## config.mk

```make
export PLATFORM = sky130hd
export DESIGN_NAME = fifo_reader_flat
export DESIGN_NICKNAME = d
export VERILOG_FILES = /design/src/rtl/fifo_reader_pkg.sv /design/src/rtl/fifo_reader_if.sv /design/src/rtl/fifo_reader_skid.sv /design/src/rtl/fifo_reader.sv /design/src/flat_wrapper.sv
export SDC_FILE = /design/constraint.sdc
export NUM_CORES = 1
export LEC_CHECK = 0
export BUFFER_PORTS_ARGS = -buffer_cell sky130_fd_sc_hd__buf_4
export CAP_MARGIN = 20
export CORE_ASPECT_RATIO = 1.5
export CORE_MARGIN = 1
export CORE_UTILIZATION = 46
export DETAILED_ROUTE_END_ITERATION = 16
export PLACE_DENSITY = 0.7
export SLEW_MARGIN = 20
export SYNTH_ARGS = -nofsm -noshare
export SYNTH_HDL_FRONTEND = slang
export SYNTH_SLANG_ARGS = --single-unit
```

## constraint.sdc

```tcl
create_clock -name clk -period 4.05 [get_ports clk]
set_clock_uncertainty 0.2 [all_clocks]
set_input_delay 0.405 -clock clk [delete_from_list [all_inputs] [get_ports clk]]
set_output_delay 0.405 -clock clk [all_outputs]
set_load 0.02 [all_outputs]
```

## src/rtl/fifo_reader_pkg.sv

```systemverilog
`default_nettype none
// ============================================================================
// Module  : fifo_reader_pkg
// Purpose : Shared FSM state encoding and buffer sizing for fifo_reader.
// Revision: 1.0 - initial release
// ============================================================================
package fifo_reader_pkg;

    localparam int BUF_DEPTH = 2;

    typedef enum logic [1:0] {
        IDLE  = 2'd0,
        RUN   = 2'd1,
        DRAIN = 2'd2
    } state_t;

endpackage
`default_nettype wire

```

## src/rtl/fifo_reader_if.sv

```systemverilog
`default_nettype none
// ============================================================================
// Module  : fifo_reader_if
// Purpose : FIFO read port plus valid/ready output stream of fifo_reader.
// Revision: 1.0 - initial release
// ============================================================================
interface fifo_reader_if #(
    parameter int FIFO_WIDTH = 16
);
    logic                  fifo_rd_en;
    logic [FIFO_WIDTH-1:0] fifo_data_out;
    logic                  fifo_empty;
    logic                  fifo_underflow;
    logic [FIFO_WIDTH-1:0] m_data;
    logic                  m_valid;
    logic                  m_ready;

    modport master (
        output fifo_rd_en,
        input  fifo_data_out,
        input  fifo_empty,
        input  fifo_underflow,
        output m_data,
        output m_valid,
        input  m_ready
    );

    modport slave (
        input  fifo_rd_en,
        output fifo_data_out,
        output fifo_empty,
        output fifo_underflow,
        input  m_data,
        input  m_valid,
        output m_ready
    );
endinterface
`default_nettype wire

```

## src/rtl/fifo_reader_skid.sv

```systemverilog
`default_nettype none
// ============================================================================
// Module  : fifo_reader_skid
// Purpose : Two-entry in-order buffer absorbing the FIFO read latency.
// Revision: 1.0 - initial release
// ============================================================================
module fifo_reader_skid
    import fifo_reader_pkg::*;
#(
    parameter int WIDTH = 16
) (
    input  logic             clk,
    input  logic             rst_n,
    input  logic             push,
    input  logic [WIDTH-1:0] push_data,
    input  logic             pop,
    output logic [1:0]       occ,
    output logic [WIDTH-1:0] head
);

    logic [WIDTH-1:0] r_mem [BUF_DEPTH];
    logic             r_head_ptr;
    logic [1:0]       r_occ;
    logic             w_tail_ptr;

    // A push never arrives while full, so the tail is head + occ (mod 2).
    assign w_tail_ptr = r_head_ptr ^ r_occ[0];

    generate
        for (genvar g = 0; g < BUF_DEPTH; g++) begin : g_entry
            always_ff @(posedge clk or negedge rst_n) begin
                if (!rst_n) begin
                    r_mem[g] <= '0;
                end else if (push && (w_tail_ptr == 1'(g))) begin
                    r_mem[g] <= push_data;
                end
            end
        end
    endgenerate

    always_ff @(posedge clk or negedge rst_n) begin
        if (!rst_n) begin
            r_head_ptr <= 1'b0;
            r_occ      <= 2'd0;
        end else begin
            if (pop) begin
                r_head_ptr <= ~r_head_ptr;
            end
            r_occ <= r_occ + {1'b0, push} - {1'b0, pop};
        end
    end

    assign occ  = r_occ;
    assign head = r_mem[r_head_ptr];

endmodule
`default_nettype wire

```

## src/rtl/fifo_reader.sv

```systemverilog
`default_nettype none
// ============================================================================
// Module  : fifo_reader
// Purpose : FIFO read-side controller re-presenting words as valid/ready.
//           Optional burst mode (burst_len/start/done) under READER_BURST_EN.
// Revision: 1.0 - initial release
// ============================================================================
module fifo_reader
    import fifo_reader_pkg::*;
#(
    parameter int FIFO_WIDTH = 16,
    parameter int FIFO_DEPTH = 8,
    parameter int CNT_WIDTH  = 16
) (
    input  logic                         clk,
    input  logic                         rst_n,
    fifo_reader_if.master                bus,
    input  logic                         enable,
    input  logic                         err_clr,
`ifdef READER_BURST_EN
    input  logic [$clog2(FIFO_DEPTH):0]  burst_len,
    input  logic                         start,
    output logic                         done,
`endif
    output logic                         busy,
    output logic [CNT_WIDTH-1:0]         rd_count,
    output logic                         err_underflow
);

    state_t                r_state;
    state_t                w_state_next;
    logic                  r_inflight;
    logic [CNT_WIDTH-1:0]  r_count;
    logic                  r_err;
    logic [1:0]            w_occ;
    logic [FIFO_WIDTH-1:0] w_head;
    logic                  w_pop;
    logic                  w_rd_en;
    logic [2:0]            w_level;
    logic                  w_issue_ok;

    fifo_reader_skid #(
        .WIDTH (FIFO_WIDTH)
    ) u_skid (
        .clk       (clk),
        .rst_n     (rst_n),
        .push      (r_inflight),
        .push_data (bus.fifo_data_out),
        .pop       (w_pop),
        .occ       (w_occ),
        .head      (w_head)
    );

    assign bus.m_valid = (w_occ != 2'd0);
    assign bus.m_data  = w_head;
    assign w_pop       = bus.m_valid && bus.m_ready;

    // Slots already committed after this cycle's pop: buffered plus in flight.
    assign w_level = {1'b0, w_occ} + {2'b0, r_inflight} - {2'b0, w_pop};

`ifdef READER_BURST_EN
    localparam int BL_W = $clog2(FIFO_DEPTH) + 1;

    logic [BL_W-1:0] r_remaining;
    logic            r_burst;
    logic            r_done;
    logic            w_load;
    logic            w_last;

    assign w_last     = r_burst && w_pop && (r_remaining == BL_W'(1));
    assign w_issue_ok = !r_burst ||
                        (({{(BL_W-2){1'b0}}, w_occ} + {{(BL_W-1){1'b0}}, r_inflight}) < r_remaining);
    assign done       = r_done;

    always_ff @(posedge clk or negedge rst_n) begin
        if (!rst_n) begin
            r_remaining <= '0;
            r_burst     <= 1'b0;
            r_done      <= 1'b0;
        end else begin
            r_done <= w_last;
            if (w_load) begin
                r_remaining <= burst_len;
                r_burst     <= 1'b1;
            end else begin
                if (r_burst && w_pop) begin
                    r_remaining <= r_remaining - BL_W'(1);
                end
                if (w_last) begin
                    r_burst <= 1'b0;
                end
            end
        end
    end
`else
    assign w_issue_ok = 1'b1;
`endif

    always_comb begin
        w_state_next = r_state;
`ifdef READER_BURST_EN
        w_load       = 1'b0;
`endif
        case (r_state)
            IDLE: begin
`ifdef READER_BURST_EN
                if (start && (burst_len != '0)) begin
                    w_state_next = RUN;
                    w_load       = 1'b1;
                end else if (enable) begin
                    w_state_next = RUN;
                end
`else
                if (enable) begin
                    w_state_next = RUN;
                end
`endif
            end
            RUN: begin
`ifdef READER_BURST_EN
                if (r_burst) begin
                    if (w_last) begin
                        w_state_next = IDLE;
                    end
                end else if (!enable) begin
                    w_state_next = DRAIN;
                end
`else
                if (!enable) begin
                    w_state_next = DRAIN;
                end
`endif
            end
            DRAIN: begin
                if (enable) begin
                    w_state_next = RUN;
                end else if ((w_occ == 2'd0) && !r_inflight) begin
                    w_state_next = IDLE;
                end
            end
            default: w_state_next = IDLE;
        endcase
    end

    assign w_rd_en = (r_state == RUN) && !bus.fifo_empty && (w_level < 3'd2) && w_issue_ok;
    assign bus.fifo_rd_en = w_rd_en;

    always_ff @(posedge clk or negedge rst_n) begin
        if (!rst_n) begin
            r_state    <= IDLE;
            r_inflight <= 1'b0;
            r_count    <= '0;
            r_err      <= 1'b0;
        end else begin
            r_state    <= w_state_next;
            r_inflight <= w_rd_en;
            if (w_pop) begin
                r_count <= r_count + CNT_WIDTH'(1);
            end
            // Underflow wins over a coincident clear.
            r_err <= bus.fifo_underflow | (r_err & ~err_clr);
        end
    end

    assign busy          = (r_state != IDLE);
    assign rd_count      = r_count;
    assign err_underflow = r_err;

endmodule
`default_nettype wire
```

## src/flat_wrapper.sv

```systemverilog
// flat-port wrapper written by rule: the top's interface ports become plain ports
module fifo_reader_flat import fifo_reader_pkg::*;
#(
    parameter int FIFO_WIDTH = 16,
    parameter int FIFO_DEPTH = 8,
    parameter int CNT_WIDTH  = 16
)
  (clk, rst_n, enable, err_clr, busy, rd_count, err_underflow, bus_fifo_rd_en, bus_fifo_data_out, bus_fifo_empty, bus_fifo_underflow, bus_m_data, bus_m_valid, bus_m_ready);
  fifo_reader_if #(.FIFO_WIDTH(FIFO_WIDTH)) bus_i ();
  input  logic clk;
  input  logic rst_n;
  input  logic enable;
  input  logic err_clr;
  output logic busy;
  output logic [CNT_WIDTH-1:0] rd_count;
  output logic err_underflow;
  output wire logic [$bits(bus_i.fifo_rd_en)-1:0] bus_fifo_rd_en;
  input wire logic [$bits(bus_i.fifo_data_out)-1:0] bus_fifo_data_out;
  input wire logic [$bits(bus_i.fifo_empty)-1:0] bus_fifo_empty;
  input wire logic [$bits(bus_i.fifo_underflow)-1:0] bus_fifo_underflow;
  output wire logic [$bits(bus_i.m_data)-1:0] bus_m_data;
  output wire logic [$bits(bus_i.m_valid)-1:0] bus_m_valid;
  input wire logic [$bits(bus_i.m_ready)-1:0] bus_m_ready;
  assign bus_fifo_rd_en = bus_i.fifo_rd_en;
  assign bus_i.fifo_data_out = bus_fifo_data_out;
  assign bus_i.fifo_empty = bus_fifo_empty;
  assign bus_i.fifo_underflow = bus_fifo_underflow;
  assign bus_m_data = bus_i.m_data;
  assign bus_m_valid = bus_i.m_valid;
  assign bus_i.m_ready = bus_m_ready;
  fifo_reader #(.FIFO_WIDTH(FIFO_WIDTH), .FIFO_DEPTH(FIFO_DEPTH), .CNT_WIDTH(CNT_WIDTH)) u_core (.clk(clk), .rst_n(rst_n), .bus(bus_i), .enable(enable), .err_clr(err_clr), .busy(busy), .rd_count(rd_count), .err_underflow(err_underflow));
endmodule
```

Word-level counts from Yosys, hierarchy flattened --
Cells that the tools add are included.
Operators by class: add/subtract/negate cells 5, shift-type cells 0, divide/modulo/power cells 0, magnitude comparators 2, reduce and logical (&&, ||, !) cells 13, multiplexer cells 8, multiply operators 0, equal/unequal tests 5, bitwise logic cells 7
Operators with widths (count):
- two-way mux 16 bit | 3
- adder 16 x 1 -> 16 bit (second input constant) | 1
- two-way mux 2 bit | 4
- logical AND 1 bit | 6
- case mux 2 bit (3 select lines) | 1
- logical NOT 2 bit | 2
- inequality test 2 bit (second input constant) | 2
- nonzero test 2 bit | 2
- adder 2 x 1 -> 3 bit | 1
- < comparator 3 x 2 -> 1 bit (second input constant) | 1
- inequality test 3 x 2 -> 1 bit (second input constant) | 1
- inverter 1 bit | 3
- AND reduction 3 bit | 1
- subtractor 3 x 1 -> 3 bit | 1
- adder 2 x 1 -> 2 bit | 1
- equality test 2 x 1 -> 1 bit (second input constant) | 1
- equality test 2 bit (second input constant) | 1
- >= comparator 2 bit (second input constant) | 1
- logical NOT 1 bit | 2
- inverter 1 -> 2 bit | 1
- subtractor 2 x 1 -> 2 bit | 1
- AND 1 bit | 1
- bitwise OR 1 bit | 1
- bitwise XOR 1 bit | 1
Storage, ports and cells: memory bits (writable) 0, memories 0, latch bits 0, ROM bits 0, output and inout port bits 36, input bits 23, logic and storage cells 48, register bits after elaboration 55

Depth between registers and ports, before layout --
Gate-level depths: netlist of the first run.
depth in word-level cells 5, gate-level depth with buffers 8, gate-level depth less buffers 7

Cells and area by module --
A second synthesis of the first run with hierarchy kept.
Second synthesis, totals: cells, all modules 181, area, all modules 2526.2 um2
Modules (own cells, without submodules):
- fifo_reader_skid | cells each 98, times used 1, area an instance 1604.0 um2, seq. area each 875.8 um2
- fifo_reader | cells each 83, times used 1, area an instance 922.1 um2, seq. area each 500.5 um2

Least setup slack after synthesis of the first run --
Ideal clock, no wire load.
path type reg-to-output, from register u_core.u_skid.r_occ[0], in the netlist u_core.u_skid.occ[0], to output port bus_fifo_rd_en, path slack 1.004 ns, buffers on the path 1, stages on the path, launching flop included 8, arrival 2.441 ns, required time 3.445 ns, cells stage by stage dfrtp_1 o21a_1 buf_4 ha_1 inv_1 ha_1 fa_1 nor4_1
Between the ends: cells in the longest elaborated chain, start to end 5, elaborated cells between the ends (all ways) 6
RTL lines:
- start: declaration | RTL line fifo_reader_skid.sv:23 | logic [1:0] r_occ;
- start signal: assignment | RTL line fifo_reader_skid.sv:49 | r_occ <= r_occ + {1'b0, push} - {1'b0, pop};
- nonzero test 2 bit | RTL line fifo_reader.sv:54 | assign bus.m_valid = (w_occ != 2'd0);
- logical AND 1 bit | RTL line fifo_reader.sv:56 | assign w_pop = bus.m_valid && bus.m_ready;
- via u_core.u_skid.pop | RTL line fifo_reader_skid.sv:16 | input logic pop,
- subtractor 3 x 1 -> 3 bit | RTL line fifo_reader.sv:59 | assign w_level = {1'b0, w_occ} + {2'b0, r_inflight} - {2'b0, w_pop};
- via u_core.w_level[1] | RTL line fifo_reader.sv:39 | logic [2:0] w_level;
- < comparator 3 x 2 -> 1 bit | RTL line fifo_reader.sv:145 | assign w_rd_en = (r_state == RUN) && !bus.fifo_empty && (w_level < 3'd2) && w_issue_ok;
- logical AND 1 bit | RTL line fifo_reader.sv:145
- end: declaration | RTL line flat_wrapper.sv:17 | output wire logic [$bits(bus_i.fifo_rd_en)-1:0] bus_fifo_rd_en;
The timed path passes the listed nets, and every way through them passes these cells.

Worst setup path in the final report of the first run --
from register u_core.u_skid.r_occ[0], in the netlist u_core.u_skid.occ[0], to output port bus_fifo_rd_en
Between the ends: cells in the longest elaborated chain, start to end 5, elaborated cells between the ends (all ways) 6
RTL lines (RTL line):
- branches (longest 2 deep; another with adder 2 x 1 -> 3 bit)
- subtractor 3 x 1 -> 3 bit * | fifo_reader.sv:59
- via u_core.w_level[1] | fifo_reader.sv:39
- < comparator 3 x 2 -> 1 bit * | fifo_reader.sv:145
- logical AND 1 bit * | fifo_reader.sv:145
Mark *: on every way through the listed nets, which the timed path passes.

==> results.json, run 1 <==
{
  "status": "finished clean",
  "layout_commonest_cell": "buf_4",
  "path_max_fanout": 8,
  "p_sw_uw": 822,
  "cp.required_ns": 3.44,
  "hold_depth": 2,
  "timing.hold.ws_ns": 0.0466,
  "syn_area_per_cell_um2": 14.2,
  "num_antenna_cells": 0,
  "reg2reg_slack_ns": 1.61,
  "path_delay_family": "adder cells",
  "ir_drop_v": 0.000500,
  "numPortBuffers": 58,
  "drcViolationCount": 0,
  "area_delta_synth_final_pct": 22.3,
  "r2r_end": "u_core.r_inflight$_DFF_PN0_",
  "nets": 263,
  "drive_above_1_share_pct": 50.6,
  "pin_count": 59,
  "syn_nets": 203,
  "dr.pass1.iters": 2,
  "clock-sinks": 55,
  "cts_buffers": 5,
  "synth_cells": 176,
  "clockRootBuffer": "clkbuf_8",
  "internal_power_uw": 1490,
  "fp.dieH_um": 92.4,
  "reg2reg_from": "u_core.u_skid.occ[0]$_DFF_PN0_",
  "switching_share_pct": 35.5,
  "ys_seq_elements": 55,
  "drtIter0Drc": 18,
  "cp-start-kind": "flip-flop",
  "arrival_ns": 2.63,
  "globalRouteTotalUtil_pct": 15.9,
  "ys_types": 34,
  "initial_core_util_pct": 48.1,
  "fin_crit_ns": 3.23,
  "cp_common_cell": "ha_1",
  "setup_violations": 0,
  "path_buf_inv": 2,
  "gp_congestion": 0.704,
  "slowest_delay_ns": 0.46,
  "routedWlPerCell_um": 14.0,
  "routed_wirelength_um": 4260,
  "clkSlewWorstSetupHoldPaths_ns": 0.09,
  "rsz0062_at_grt": "false",
  "fin_crit_sh_pct": 79.8,
  "hold_class": "input pin to flip-flop",
  "yosys_warnings": 0,
  "grt_max_degree": 56,
  "drv_cap": 0,
  "pwr-share-comb_pct": 45.9,
  "design.die.area_um2": 5750,
  "gr-total-overflow": 0,
  "p_clk_share_pct": 13.0,
  "rows": 32,
  "slowest_stage": "dfrtp_1",
  "coreArea_um2": 5200,
  "crit_chain": "o21a_1, ha_1, inv_1, ha_1, fa_1, nor4_1, buf_4",
  "syn-cell-area_um2": 2500,
  "grt_pass1_wl_um": 7040,
  "timing.fmax_ghz": 0.310,
  "multi_input_area_um2": 1030,
  "nFillCells": 461,
  "powerDensity_nw_per_um2": 757,
  "cts_htree_levels": 2,
  "grt_antenna_before_repair": 0,
  "viasPerCell": 5.03,
  "final_util_pct": 58.8,
  "power.leakage_uw": 0.00146,
  "reg2reg_depth": 6,
  "via_count": 1535,
  "relSlewSlack_pct": 41.8,
  "synth-seq-area-share_pct": 55.0,
  "fin_tns_setup_ns": 0,
  "cts.path.max_buffers": 2,
  "hold_violations": 0,
  "tightest_slew_ns": 0.873,
  "maxSlewViolCount": 0,
  "die_x_um": 62.2,
  "dp_hpwl_um": 2880,
  "ant_nets": 0,
  "final_cell_mix": "buf_4 (58), dfrtp_1 (55), mux2_2 (39)",
  "critical_path_class": "flip-flop to output pin",
  "seqCellArea_um2": 1380,
  "cts_tree": "built",
  "clk_latency_ns": 0.31,
  "min_from": "enable",
  "hold_end": "u_core.r_state[1]$_DFFE_PN0P_",
  "cp-end-kind": "output pin",
  "grt_pass1_vias": 1499,
  "p_seq_share_pct": 41.1
}
[per-stage QoR]
| stage | power [uW] | cells | setup WS (ns) | area [um2] |
|---|---|---|---|---|
| finish | 2320 | 305 | 0.820 | 3060 |
| global route | 2450 | 305 | 0.671 | 3060 |
| CTS | 2350 | 305 | 0.796 | 3060 |
| detailed placement | 2040 | 296 | 1.13 | 2960 |
| global placement | 2020 | 296 | 1.20 | 2960 |
| floorplan | 1680 | 176 | 1.00 | 2500 |
[repair_timing]
action                    in CTS  in global routing
setup buffers                  0                  0
hold endpoints to repair      55                  0
resized for setup              0                  0
hold buffers                   1                  0
[cell usage after synthesis (all sizes together)]
library cell | n | area share, %
dfrtp | 55 | 55
mux2 | 49 | 24
xnor2 | 11 | 4.1
inv | 8 | 1.2
xor2 | 7 | 2.4
buf | 6 | 2.5
nand4 | 5 | 1.5
nand2 | 4 | 0.70
nand3 | 4 | 0.80
nor3 | 4 | 0.80
ha | 3 | 1.5
nand2b | 3 | 1.0
nor2 | 3 | 0.45
or2 | 2 | 0.50
a21boi | 1 | 0.30
a21o | 1 | 0.30
a21oi | 1 | 0.20
and2 | 1 | 0.25
and4 | 1 | 0.35
fa | 1 | 0.80
nor2b | 1 | 0.25
nor4 | 1 | 0.25
o2111a | 1 | 0.45
o21a | 1 | 0.30
o21ai | 1 | 0.20
or3 | 1 | 0.25
[cell families (layout without fill, tap and decap cells)]
group / count (synthesis) / after routing / share of synthesized area, %
compound gates: 6 / 6 / 1.75
simple gates: 30 / 30 / 7.15
fa+ha+maj: 4 / 4 / 2.30
flops: 55 / 55 / 55.0
mux: 49 / 49 / 23.5
buf+inv: 14 / 75 / 3.70
xor+xnor: 18 / 18 / 6.60
[worst max-delay path by stage]
stage	start	endpoint	slack (ns)	cells after the start
2_1_floorplan	u_core.u_skid.occ[0]$_DFF_PN0_	bus_fifo_rd_en	1.00	7
3_3_place_gp	u_core.u_skid.occ[0]$_DFF_PN0_	bus_fifo_rd_en	1.20	7
3_5_place_dp	u_core.u_skid.occ[0]$_DFF_PN0_	bus_fifo_rd_en	1.13	7
4_1_cts	u_core.u_skid.occ[0]$_DFF_PN0_	bus_fifo_rd_en	0.80	7
5_1_grt	u_core.u_skid.occ[0]$_DFF_PN0_	bus_fifo_rd_en	0.67	8
6_report	u_core.u_skid.occ[0]$_DFF_PN0_	bus_fifo_rd_en	0.82	7
[power by group through the flow]
stage / clock [uW] / sequential (uW) / combinational, uW
floorplan: 0 / 928 / 757
global placement: 0 / 958 / 1060
detailed placement: 0 / 964 / 1080
CTS: 313 / 954 / 1080
global route: 328 / 982 / 1140
finish: 301 / 952 / 1060
[worst reg2reg max path: stages, from the launching register on]
cell and delay, ns:
dfrtp_1 0.46, o21a_1 0.31, ha_1 0.32, inv_1 0.04, ha_1 0.18, fa_1 0.46
nor4_1 0.36
[area by class of cell]
type	instances	share of cell area, %
clock buffers	6	2.37
clock inverters	2	0.572
inverters	8	0.981
multi-input cells	107	33.8
flip-flops and latches	55	45.0
well taps	68	2.78
repair buffers	59	14.5
[registers in the layout, summed over array words and instances (netlist names)]
name / flops
u_core.u_skid.r_head_ptr: 1
u_core.r_state: 2
u_core.rd_count: 16
u_core.err_underflow: 1
u_core.r_inflight: 1
u_core.u_skid.r_mem: 32
u_core.u_skid.occ: 2
[per-layer routing]
metal / up-vias / part of all wire, % / global-route usage [%]
met4: 0 / 1.5 / 6.40
li1: 723 / - / -
met1: 761 / 44 / 19.6
met2: 46 / 49 / 26.1
met3: 5 / 5.8 / 4.80
met5: - / 0 / 0
Note: power is estimated with default switching activity, not from simulation.
==> run 2: changes to the inputs <==
- PLACE_DENSITY: 0.7 -> 0.73
- clock period: 4.05 -> 2.9 ns (I/O delays scaled with it)
==> run 2 against run 1 <==
  * The run now ends with negative setup slack left
  * Via count up 3.3%
  * Critical path depth unchanged
  * Combinational power increased by 57%
  * Power grew 46%
  * Global-route usage increased by 1.2 points
  * Cell count increased by 2.6%
  * Clock power up 50%
  * Critical endpoint unchanged
  * Largest power group unchanged
==> results.json, run 2 (synthesis gave the netlist of run 1 again) <==
{
  "drtIter0Drc": 63,
  "powerDensity_nw_per_um2": 1070,
  "cts_buffers": 5,
  "setup_slack_ns": -0.0261,
  "cts_tree": "built",
  "fp.dieH_um": 92.4,
  "drive_above_1_share_pct": 53.5,
  "largest_register_ffs": 32,
  "num_antenna_cells": 0,
  "dp_hpwl_um": 3110,
  "drv_cap": 0,
  "gr-total-overflow": 0,
  "grt_antenna_before_repair": 0,
  "grt_max_degree": 56,
  "coreArea_um2": 5200,
  "nets": 271,
  "routedWlPerCell_um": 14.5,
  "cts.path.max_buffers": 2,
  "initial_core_util_pct": 48.1,
  "viasPerCell": 5.06,
  "fin_crit_ns": 2.93,
  "relSlewSlack_pct": 54.3,
  "drcViolationCount": 0,
  "ir_drop_v": 0.000637,
  "globalRouteTotalUtil_pct": 17.1,
  "final_cell_mix": "buf_4 (64), dfrtp_1 (54), mux2_2 (39)",
  "tightest_slew_ns": 0.685,
  "area_delta_synth_final_pct": 26.3,
  "hold_violations": 0,
  "routed_wirelength_um": 4520,
  "power_uw": 3390,
  "arrival_ns": 2.44,
  "numPortBuffers": 58,
  "timing.hold.ws_ns": 0.0220,
  "gp_congestion": 0.738,
  "final_cells": 313,
  "rsz0062_at_grt": "true",
  "cts_htree_levels": 2,
  "clockRootBuffer": "clkbuf_8",
  "setup_violations": 1,
  "violations": "negative setup slack",
  "hold_class": "input pin to flip-flop",
  "nFillCells": 437,
  "die_x_um": 62.2,
  "clkSlewWorstSetupHoldPaths_ns": 0.10,
  "grt_pass1_wl_um": 7600,
  "rows": 32,
  "design.die.area_um2": 5750,
  "via_count": 1585,
  "ant_nets": 0,
  "pin_count": 59,
  "timing.fmax_ghz": 0.342,
  "path_max_fanout": 2,
  "critical_path_class": "flip-flop to output pin",
  "maxSlewViolCount": 0,
  "cp.required_ns": 2.41,
  "grt_pass1_vias": 1615,
  "final_util_pct": 60.7,
  "power.leakage_uw": 0.00150,
  "cp-start-kind": "flip-flop",
  "regMostFlops": "u_core.u_skid.r_mem",
  "cp-end-kind": "output pin",
  "dr.pass1.iters": 6,
  "layout_commonest_cell": "buf_4",
  "clk_latency_ns": 0.30,
  "clock-sinks": 55,
  "fin_tns_setup_ns": -0.0261,
  "status": "finished with violations",
  "fin_crit_sh_pct": 101,
  "placed_cells": 298
}
## run 2: cell count changes in the layout (fill, tap and decap cells not counted), sizes merged
cell / before / now
clkinvlp: 0 / 1
clkinv: 2 / 0
clkbuf: 6 / 7
buf: 58 / 64
dlygate4sd3: 1 / 3
## run 2: path summary, 6_finish.rpt
path / start / endpoint / slack [ns] / cells past startpoint
min in group asynchronous: rst_n / u_core.u_skid.r_mem[5]$_DFFE_PN0P_ / 0.35 / 2
worst max register to register: u_core.u_skid.occ[0]$_DFF_PN0_ / u_core.r_inflight$_DFF_PN0_ / 0.46 / 8
max in group asynchronous: rst_n / u_core.u_skid.occ[0]$_DFF_PN0_ / 1.65 / 2
worst min register to register: u_core.rd_count[15]$_DFFE_PN0P_ / u_core.rd_count[15]$_DFFE_PN0P_ / 0.27 / 1
worst min-delay path: bus_fifo_data_out[14] / u_core.u_skid.r_mem[14]$_DFFE_PN0P_ / 0.02 / 2
worst max-delay path: u_core.u_skid.occ[0]$_DFF_PN0_ / bus_fifo_rd_en / -0.03 / 7
## run 2: final cells by class
cell class,instances,area (um2),share of cell area (%)
Clock buffer,7,96.3,3.05
Clock inverter,1,7.51,0.237
Inverter,8,30.0,0.950
Multi-Input combinational cell,107,1050,33.4
Sequential cell,55,1380,43.6
Tap cell,68,85.1,2.69
Timing Repair Buffer,67,510,16.1
## run 2: metal layers
metal	GRT usage [%]	routed length [um]
met1	21.0	1920
met5	0	0
met4	5.81	59
met2	29.3	2330
met3	4.31	216
## run 2: critical path, cell delays in order, from the launching register on
cell,delay (ns)
dfrtp_2,0.42
o21a_1,0.20
ha_1,0.31
inv_1,0.07
ha_2,0.17
fa_2,0.47
nor4_4,0.31
buf_4,0.19
## run 2: through the flow
stage,area (um2),worst slack [ns]
floorplan,2510,0.196
global placement,2980,0.333
detailed placement,2980,0.255
CTS,3140,-0.0361
global route,3160,-0.120
finish,3160,-0.0261
## run 2: where the power goes
part	total, uW	switching [uW]	internal, uW	leakage [uW]
Combinational	1660	754	905	0.000795
Clock	451	234	217	0.0000505
Sequential	1280	203	1070	0.000659
Total	3390	1190	2200	0.00150
## run 2: timing repair
action | in CTS | in global routing
gates resized for setup | 2 | 2
buffers inserted | 3 | 1
hold buffers | 3 | 0
setup endpoints to repair | 1 | 1
pin swaps | 1 | 1
hold endpoints to repair | 57 | 0
==> run 3: changes to the inputs <==
- ABC_AREA: default -> 1
- PLACE_DENSITY: 0.73 -> 0.72
==> run 3 against run 2 <==
  * The run now ends clean
  * Critical path depth rose by 1
  * Synthesized cell count rose by 72%
  * Cell count rose by 44%
  * Sequential share of layout area fell by 3.5 points
  * Maximum frequency rose by 3.8%
  * Die area rose by 3.1%
  * Cell area rose by 8.7%
==> results.json, run 3 <==
{
  "viasPerCell": 4.80,
  "yosys-top-cells-count": "nand2_1 (102), dfrtp_1 (55), inv_1 (38)",
  "place_ws_ns": 0.233,
  "hold_class": "input pin to flip-flop",
  "hold_depth": 3,
  "synth-seq-area-share_pct": 53.3,
  "largest_register_ffs": 32,
  "area_delta_synth_final_pct": 33.1,
  "syn-cell-area_um2": 2580,
  "drcViolationCount": 0,
  "regMostFlops": "u_core.u_skid.r_mem",
  "setup_violations": 0,
  "cts.path.max_buffers": 2,
  "synth_cells": 302,
  "ant_nets": 0,
  "power.leakage_uw": 0.00174,
  "ys_types": 27,
  "min_from": "bus_fifo_data_out[12]",
  "drtIter0Drc": 83,
  "relSlewSlack_pct": 54.3,
  "num_antenna_cells": 0,
  "grt_pass1_vias": 2066,
  "cts_buffers": 5,
  "drive_above_1_share_pct": 22.6,
  "status": "finished clean",
  "fin_tns_setup_ns": 0,
  "syn_nets": 329,
  "reg2reg_from": "u_core.u_skid.occ[1]$_DFF_PN0_",
  "reg2reg_slack_ns": 0.57,
  "hold_violations": 0,
  "final_cells": 450,
  "cp-start-kind": "flip-flop",
  "syn_area_per_cell_um2": 8.56,
  "cp-end-kind": "output pin",
  "clk_latency_ns": 0.32,
  "globalRouteTotalUtil_pct": 19.9,
  "grt_max_degree": 56,
  "tightest_slew_ns": 0.684,
  "synth_edf_count": 0,
  "crit_chain": "nor2_4, nor2_8, ha_4, inv_2, ha_4, fa_2, nor4_4, buf_4",
  "synth_top_cell_area_share_pct": 53.3,
  "r2r_end": "u_core.r_inflight$_DFF_PN0_",
  "worst-path-stages": 8,
  "rows": 33,
  "fin_crit_ns": 2.82,
  "nFillCells": 510,
  "routed_wirelength_um": 5420,
  "maxSlewViolCount": 0,
  "synthArstFlopShare_pct": 100,
  "synthTopCellsByArea": "dfrtp_1 (53%), nand2_1 (15%), inv_1 (5.5%)",
  "slowest_stage": "fa_2",
  "path_delay_family": "adder cells",
  "path_buf_inv": 2,
  "arrival_ns": 2.33,
  "slowest_delay_ns": 0.46,
  "routedWlPerCell_um": 12.0,
  "grt_antenna_before_repair": 0,
  "cts_tree": "built",
  "fp.dieH_um": 93.8,
  "nets": 406,
  "timing.fmax_ghz": 0.355,
  "coreArea_um2": 5450,
  "ys_seq_elements": 55,
  "pin_count": 59,
  "rsz0062_at_grt": "false",
  "yosysMostFrequentCell": "nand2_1",
  "powerDensity_nw_per_um2": 1030,
  "final_util_pct": 63.1,
  "synth.largest_area_cell": "dfrtp_1",
  "ir_drop_v": 0.000551,
  "setup_slack_ns": 0.0821,
  "dp_hpwl_um": 3630,
  "cp_common_cell": "ha_4",
  "reg2reg_depth": 10,
  "cp.required_ns": 2.41,
  "gr-total-overflow": 0,
  "clkSlewWorstSetupHoldPaths_ns": 0.10,
  "ys.flop_type": "dfrtp_1",
  "fin_crit_sh_pct": 97.2,
  "design.die.area_um2": 5930,
  "die_x_um": 63.2,
  "grt_pass1_wl_um": 9160,
  "numPortBuffers": 58,
  "layout_commonest_cell": "nand2_1",
  "dr.pass1.iters": 4,
  "final_cell_mix": "nand2_1 (102), buf_4 (66), dfrtp_1 (55)",
  "cts_htree_levels": 2,
  "via_count": 2158,
  "drv_cap": 0,
  "yosys_warnings": 0,
  "hold_end": "u_core.u_skid.r_mem[12]$_DFFE_PN0P_",
  "initial_core_util_pct": 47.4,
  "clockRootBuffer": "clkbuf_8",
  "gp_congestion": 0.746,
  "path_max_fanout": 2,
  "placed_cells": 423,
  "clock-sinks": 55,
  "critical_path_class": "flip-flop to output pin"
}
-- run 3: worst min-delay path: stages --
cell and delay, ns:
buf_4 0.09, nand2_1 0.04, o21ai_1 0.06
-- run 3: worst max-delay path by stage --
stage                                   startpoint             end  slack [ns]
global placement    u_core.u_skid.occ[1]$_DFF_PN0_  bus_fifo_rd_en        0.28
floorplan           u_core.u_skid.occ[0]$_DFF_PN0_  bus_fifo_rd_en        0.21
detailed placement  u_core.u_skid.occ[1]$_DFF_PN0_  bus_fifo_rd_en        0.23
global route        u_core.u_skid.occ[1]$_DFF_PN0_  bus_fifo_rd_en       0.003
finish              u_core.u_skid.occ[1]$_DFF_PN0_  bus_fifo_rd_en        0.08
CTS                 u_core.u_skid.occ[0]$_DFF_PN0_  bus_fifo_rd_en       -0.06
-- run 3: area by class of cell --
class                      instances  area [um2]  share of cell area (%)
inverter                          38         143                    4.15
clock buffer                       6        72.6                    2.11
timing repair buffer              80         636                    18.5
sequential                        55        1380                    40.0
clock inverter                     2        60.1                    1.75
tap                               70        87.6                    2.55
multi-input combinational        199        1060                    30.9
-- run 3: where the power goes --
group | total [uW] | internal (uW) | leakage (uW) | switching (uW)
Sequential | 1230 | 1070 | 0.000674 | 168
Clock | 595 | 345 | 0.0000654 | 250
Combinational | 1700 | 691 | 0.000997 | 1010
Total | 3530 | 2100 | 0.00174 | 1420
-- run 3: cells by family (layout without fill, tap and decap cells) --
group / Yosys count / count (layout) / synth area share [%]
AND/OR/NAND/NOR: 147 / 147 / 25.0
flip-flops: 55 / 55 / 53.3
buffers and inverters: 48 / 126 / 7.41
AO/OA/AOI/OAI: 35 / 35 / 6.97
XOR/XNOR: 13 / 13 / 5.13
adder cells (fa/ha/maj): 4 / 4 / 2.23
-- run 3: what timing repair did --
item,in CTS,in global routing
setup endpoints to repair,1,1
resized for setup,5,2
setup buffers,3,2
hold buffers,14,0
pin swaps,5,5
hold endpoints to repair,67,0
-- run 3: stage by stage --
| stage | area (um2) | power (uW) | hold slack (ns) |
|---|---|---|---|
| detailed placement | 3090 | 2840 | 0.180 |
| floorplan | 2590 | 2270 | -0.206 |
| finish | 3440 | 3530 | 0.00255 |
| global placement | 3090 | 2800 | 0.180 |
| CTS | 3410 | 3520 | 0.00284 |
| global route | 3440 | 3780 | 0.00273 |
-- run 3: layer usage --
layer  GRT usage (%)  share of wire (%)  vias to the layer above
li1                -                  -                     1087
met1            22.7                 41                     1021
met2            36.9                 54                       43
met3            2.67                3.1                        7
met4            7.95                1.7                        0
met5               0                  0                        -
